<file path="src/rtl/cpu_ctrl_fsm.sv">
// Multi-cycle control sequencer for the mini CPU datapath.
// Fetches 16-bit instructions over valid/ready, holds them in an IR, and drives
// register file and ALU controls over DECODE/EXECUTE/WRITEBACK. Carries no data.
module cpu_ctrl_fsm #(
  parameter int unsigned DATA_WIDTH = 8,   // must be >= 6
  parameter int unsigned REG_COUNT  = 8,   // only 8 supported (3-bit fields)
  parameter int unsigned CNT_WIDTH  = 16
) (
  input  logic                         clk_i,
  input  logic                         rst_i,
  input  logic                         start_i,
  input  logic                         instr_valid_i,
  input  logic [15:0]                  instr_i,
  output logic                         instr_ready_o,
  output logic [$clog2(REG_COUNT)-1:0] rf_read_addr1_o,
  output logic [$clog2(REG_COUNT)-1:0] rf_read_addr2_o,
  output logic [$clog2(REG_COUNT)-1:0] rf_write_addr_o,
  output logic                         rf_write_en_o,
  output logic [2:0]                   alu_op_o,
  output logic                         alu_src_imm_o,
  output logic [DATA_WIDTH-1:0]        imm_o,
  output logic                         busy_o,
  output logic                         halted_o,
  output logic                         illegal_op_o,
  output logic [CNT_WIDTH-1:0]         instr_count_o
);

  typedef enum logic [2:0] {
    StIdle,
    StFetch,
    StDecode,
    StExecute,
    StWriteback,
    StHalt
  } state_e;

  localparam logic [2:0] AluAdd   = 3'd0;
  localparam logic [2:0] AluSub   = 3'd1;
  localparam logic [2:0] AluAnd   = 3'd2;
  localparam logic [2:0] AluOr    = 3'd3;
  localparam logic [2:0] AluXor   = 3'd4;
  localparam logic [2:0] AluPassA = 3'd5;
  localparam logic [2:0] AluPassB = 3'd6;

  state_e               state_q, state_d;
  logic [15:0]          ir_q, ir_d;
  logic [CNT_WIDTH-1:0] cnt_q, cnt_d;

  logic [3:0] op;
  logic       op_halt;
  logic       op_illegal;
  logic       op_writes;
  logic [2:0] dec_alu_op;
  logic       dec_src_imm;
  logic       active;

  assign op         = ir_q[15:12];
  assign op_halt    = (op == 4'hF);
  assign op_illegal = (op >= 4'h9) && (op <= 4'hE);
  assign op_writes  = (op >= 4'h1) && (op <= 4'h8);
  assign active     = (state_q == StDecode) || (state_q == StExecute) ||
                      (state_q == StWriteback);

  // State, IR and retired-instruction counter registers.
  always_ff @(posedge clk_i or posedge rst_i) begin
    if (rst_i) begin
      state_q <= StIdle;
      ir_q    <= '0;
      cnt_q   <= '0;
    end else begin
      state_q <= state_d;
      ir_q    <= ir_d;
      cnt_q   <= cnt_d;
    end
  end

  // Next-state logic; IR loads only on a completed fetch handshake.
  always_comb begin
    state_d = state_q;
    ir_d    = ir_q;
    cnt_d   = cnt_q;
    unique case (state_q)
      StIdle: begin
        if (start_i) state_d = StFetch;
      end
      StFetch: begin
        if (instr_valid_i) begin
          ir_d    = instr_i;
          state_d = StDecode;
        end
      end
      StDecode: begin
        if (op_halt)         state_d = StHalt;
        else if (op_illegal) state_d = StFetch;
        else                 state_d = StExecute;
      end
      StExecute: begin
        state_d = StWriteback;
      end
      StWriteback: begin
        state_d = StFetch;
        cnt_d   = cnt_q + CNT_WIDTH'(1);
      end
      StHalt: begin
        if (start_i) state_d = StFetch;
      end
      default: begin
        state_d = StIdle;
      end
    endcase
  end

  // Opcode to ALU control decode.
  always_comb begin
    dec_alu_op  = AluAdd;
    dec_src_imm = 1'b0;
    case (op)
      4'h1: dec_alu_op = AluAdd;
      4'h2: dec_alu_op = AluSub;
      4'h3: dec_alu_op = AluAnd;
      4'h4: dec_alu_op = AluOr;
      4'h5: dec_alu_op = AluXor;
      4'h6: begin
        dec_alu_op  = AluAdd;
        dec_src_imm = 1'b1;
      end
      4'h7: begin
        dec_alu_op  = AluPassB;
        dec_src_imm = 1'b1;
      end
      4'h8:    dec_alu_op = AluPassA;
      default: dec_alu_op = AluAdd;
    endcase
  end

  // Datapath controls are held from DECODE through WRITEBACK and zero elsewhere;
  // write enable follows state_q so reset removes it without waiting for an edge.
  always_comb begin
    rf_read_addr1_o = '0;
    rf_read_addr2_o = '0;
    rf_write_addr_o = '0;
    alu_op_o        = AluAdd;
    alu_src_imm_o   = 1'b0;
    imm_o           = '0;
    if (active) begin
      rf_read_addr1_o = ir_q[8:6];
      rf_read_addr2_o = ir_q[5:3];
      rf_write_addr_o = ir_q[11:9];
      alu_op_o        = dec_alu_op;
      alu_src_imm_o   = dec_src_imm;
      imm_o           = DATA_WIDTH'(ir_q[5:0]);
    end
  end

  assign instr_ready_o = (state_q == StFetch);
  assign rf_write_en_o = (state_q == StWriteback) && op_writes;
  assign busy_o        = (state_q != StIdle) && (state_q != StHalt);
  assign halted_o      = (state_q == StHalt);
  assign illegal_op_o  = (state_q == StDecode) && op_illegal;
  assign instr_count_o = cnt_q;

endmodule

</file>
<file path="config.mk">
export PLATFORM = sky130hd
export DESIGN_NAME = cpu_ctrl_fsm
export DESIGN_NICKNAME = d
export VERILOG_FILES = /design/src/rtl/cpu_ctrl_fsm.sv
export SDC_FILE = /design/constraint.sdc
export NUM_CORES = 1
export LEC_CHECK = 0
export ABC_AREA = 1
export CORE_MARGIN = 1
export CORE_UTILIZATION = 23
export CTS_BUF_LIST = sky130_fd_sc_hd__clkbuf_4
export DETAILED_ROUTE_END_ITERATION = 10
export MAX_ROUTING_LAYER = met4
export SETUP_SLACK_MARGIN = 0.05
export SLEW_MARGIN = 20
export SYNTH_ARGS = -nofsm -noshare
export SYNTH_HDL_FRONTEND = slang
export SYNTH_SLANG_ARGS = --single-unit
</file>
<file path="constraint.sdc">
create_clock -name clk_i -period 3 [get_ports clk_i]
set_clock_uncertainty 0.15 [all_clocks]
set_input_delay 0.3 -clock clk_i [delete_from_list [all_inputs] [get_ports clk_i]]
set_output_delay 0.3 -clock clk_i [all_outputs]
set_load 0.03 [all_outputs]
</file>
==> metrics.yaml <==
pwr:
  p_total_mw: 2.091
  irDropWorstVdd_mv: 0.4337
  power-per-cell-area_nw_per_um2: 809.3
  power.leakage_nw: 1.347
synthesis:
  ys_ff_latch: 35
  synth-simple-area-share: 0.2732
  synthArstFlopShare: 1.000
  synth_seq_area_share: 0.4664
  yosysUniqueCellTypes: 27
  synth-xor-area-share: 0.04197
  synth_edf_count: 0
  syn_area_per_cell_um2: 8.060
  synth_top_family_by_area: "simple AND/OR/NAND/NOR gates"
  synth_compound_area_frac: 0.07995
  ys_warn_count: 0
  syn-cell-area_um2: 1878
  synth_cells: 233
  synth_ff_type: "dfrtp_1"
  synthAdderAreaFrac: 0.006662
  synth_mux_area_frac: 0
placed_design:
  place_area_um2: 2529
  dpl.hpwl_um: 3009
  io_buffers: 59
  globalplace.congestion: 0.8216
clock_network:
  cts_buffers: 5
  hold_buffers: 0
  clock-sinks: 35
  htree_levels: 2
  post_cts_buffers: 0
  cts_buffer_depth: 2
  cts_tree: "yes"
  clkTransAtPathRegs_ns: 0.11
  clkLatencyLatePin_ns: 0.33
  cts-root-buf: "clkbuf_4"
  cts_resized: 0
timing:
  max_freq_ghz: 0.3645
  fin_setup_tns_ns: 0
  hold_viol: 0
  setup_viol: 0
  min_period_over_period: 0.9146
  maxSlewViolCount: 0
  holdWs_ns: 0.2295
  rsz0062_at_grt: "false"
  period_needed_ns: 2.744
cells_and_area:
  layout_commonest_cell: "clkdlybuf4s50_1"
  area_growth_pct: 37.58
  utilization: 0.3309
  antenna_cells: 0
  layout-drive-gt1-share: 0.07167
  nNetsFinal: 313
  final_area_um2: 2584
  final_cell_mix: "clkdlybuf4s50_1, nand2_1, inv_1, nor2_1, dfrtp_1"
run_status:
  status: "finished clean"
floorplanning:
  floorplan.die.width_um: 92.36
  die_area_um2: 8530
  core_area_um2: 7807
  io_pins: 62
  rows: 32
  die_h_um: 92.36
  start_util: 0.2405
worst_setup_path:
  endpoint_kind: "output port"
  crit_buf_inv: 2
  critical_path.top_delay_family: "buffers and inverters"
  cp.depth: 6
  start_kind: "register"
  crit_type: "register to output port"
  cp.required_ns: 2.55
  max_stage_delay_ns: 0.71
  arrival_ns: 2.29
  cp_cell_sequence: "nor2_2 > nand2_4 > nand2_1 > inv_1 > nor3_1 > clkdlybuf4s50_1"
  reg2reg_depth: 8
  critical_path.max_fanout: 14
  slowest_stage: "clkdlybuf4s50_1"
global_route:
  grt_max_degree: 36
  grt_pass1_wl_um: 6458
  antenna_found_initial: 0
  grt.overflow.total: 0
  grt_pass1_vias: 1493
  grt_usage: 0.09843
routing:
  ant_nets: 0
  vias_per_cell: 4.061
  drtPass1Iterations: 4
  route.detailed.drc: 0
  num_vias: 1604
  wirelength_um: 3893
  drtIter0Drc: 33
  drt-wirelength-per-cell_um: 9.856
hold_path:
  hold_class: "input port to async pin"
flow_run:
  drv_cap: 0
-- Yosys cell counts, types with 3 or more instances --
master / number / area share
inv_1: 41 / 0.082
nand2_1: 41 / 0.082
nor2_1: 40 / 0.080
dfrtp_1: 35 / 0.47
a21oi_1: 18 / 0.048
buf_4: 6 / 0.024
nand3_1: 6 / 0.016
xor2_1: 6 / 0.028
o21ai_0: 5 / 0.013
nand2_4: 4 / 0.024
buf_6: 3 / 0.018
inv_2: 3 / 0.0060
nand4_1: 3 / 0.010
nor2_4: 3 / 0.018
nor3_1: 3 / 0.0080
xnor2_1: 3 / 0.014
-- path summary, 6_finish.rpt --
path                              startpoint                 to  slack, ns
hold reg to reg            instr_count_o[15]  instr_count_o[15]       0.35
setup / recovery                  state_q[0]      alu_src_imm_o       0.26
max in group asynchronous              rst_i            ir_q[0]       2.14
min in group clk_i         instr_count_o[15]  instr_count_o[15]       0.35
setup reg to reg                  state_q[0]  instr_count_o[15]       1.49
hold / removal                         rst_i   instr_count_o[9]       0.23
-- cell families (layout without fill, tap and decap cells) --
kind of cell / count (synthesis) / count (layout)
and+or+nand+nor: 106 / 106
buffers and inverters: 53 / 112
DFF: 35 / 35
AOI/OAI and AO/OA: 28 / 28
xor gates and xnor gates: 9 / 9
adders and majority gates: 1 / 1
other: 1 / 2
-- layout make-up --
| type | instances | area (um^2) |
|---|---|---|
| inverters | 44 | 165.2 |
| clock inverters | 2 | 7.507 |
| well taps | 102 | 127.6 |
| repair buffers | 60 | 600.6 |
| fillers | 844 | 5224 |
| flip-flops and latches | 35 | 875.8 |
| clock buffers | 6 | 45.04 |
| multi-input cells | 146 | 762.0 |
-- tightest hold or removal path: cells and delay by family --
family	cells	cell delay (ns)
buf+inv	3	0.85
-- flip-flops by register name, indices dropped and copies added (netlist names) --
name,cells
state_q,3
ir_q,16
instr_count_o,16
-- per-layer routing --
metal	share of wire	vias up	global-route usage
met4	0.0059	0	0.03125
met1	0.46	730	0.1185
li1	-	820	-
met2	0.47	51	0.1593
met3	0.055	3	0.02791
met5	0	-	-
-- per-stage QoR --
stage | cells | setup WS (ns)
5_1_grt | 395 | 0.05449
2_1_floorplan | 234 | 0.8689
3_3_place_gp | 387 | 0.5905
6_report | 395 | 0.2563
4_1_cts | 395 | 0.09703
3_5_place_dp | 387 | 0.5229
-- power breakdown --
group | total (mW) | internal (mW) | switching (mW) | leakage [nW]
registers | 0.716 | 0.613 | 0.103 | 0.429
logic | 1.12 | 0.424 | 0.696 | 0.887
clock network | 0.256 | 0.0960 | 0.159 | 0.0307
Note: power is estimated with default switching activity, not from simulation.
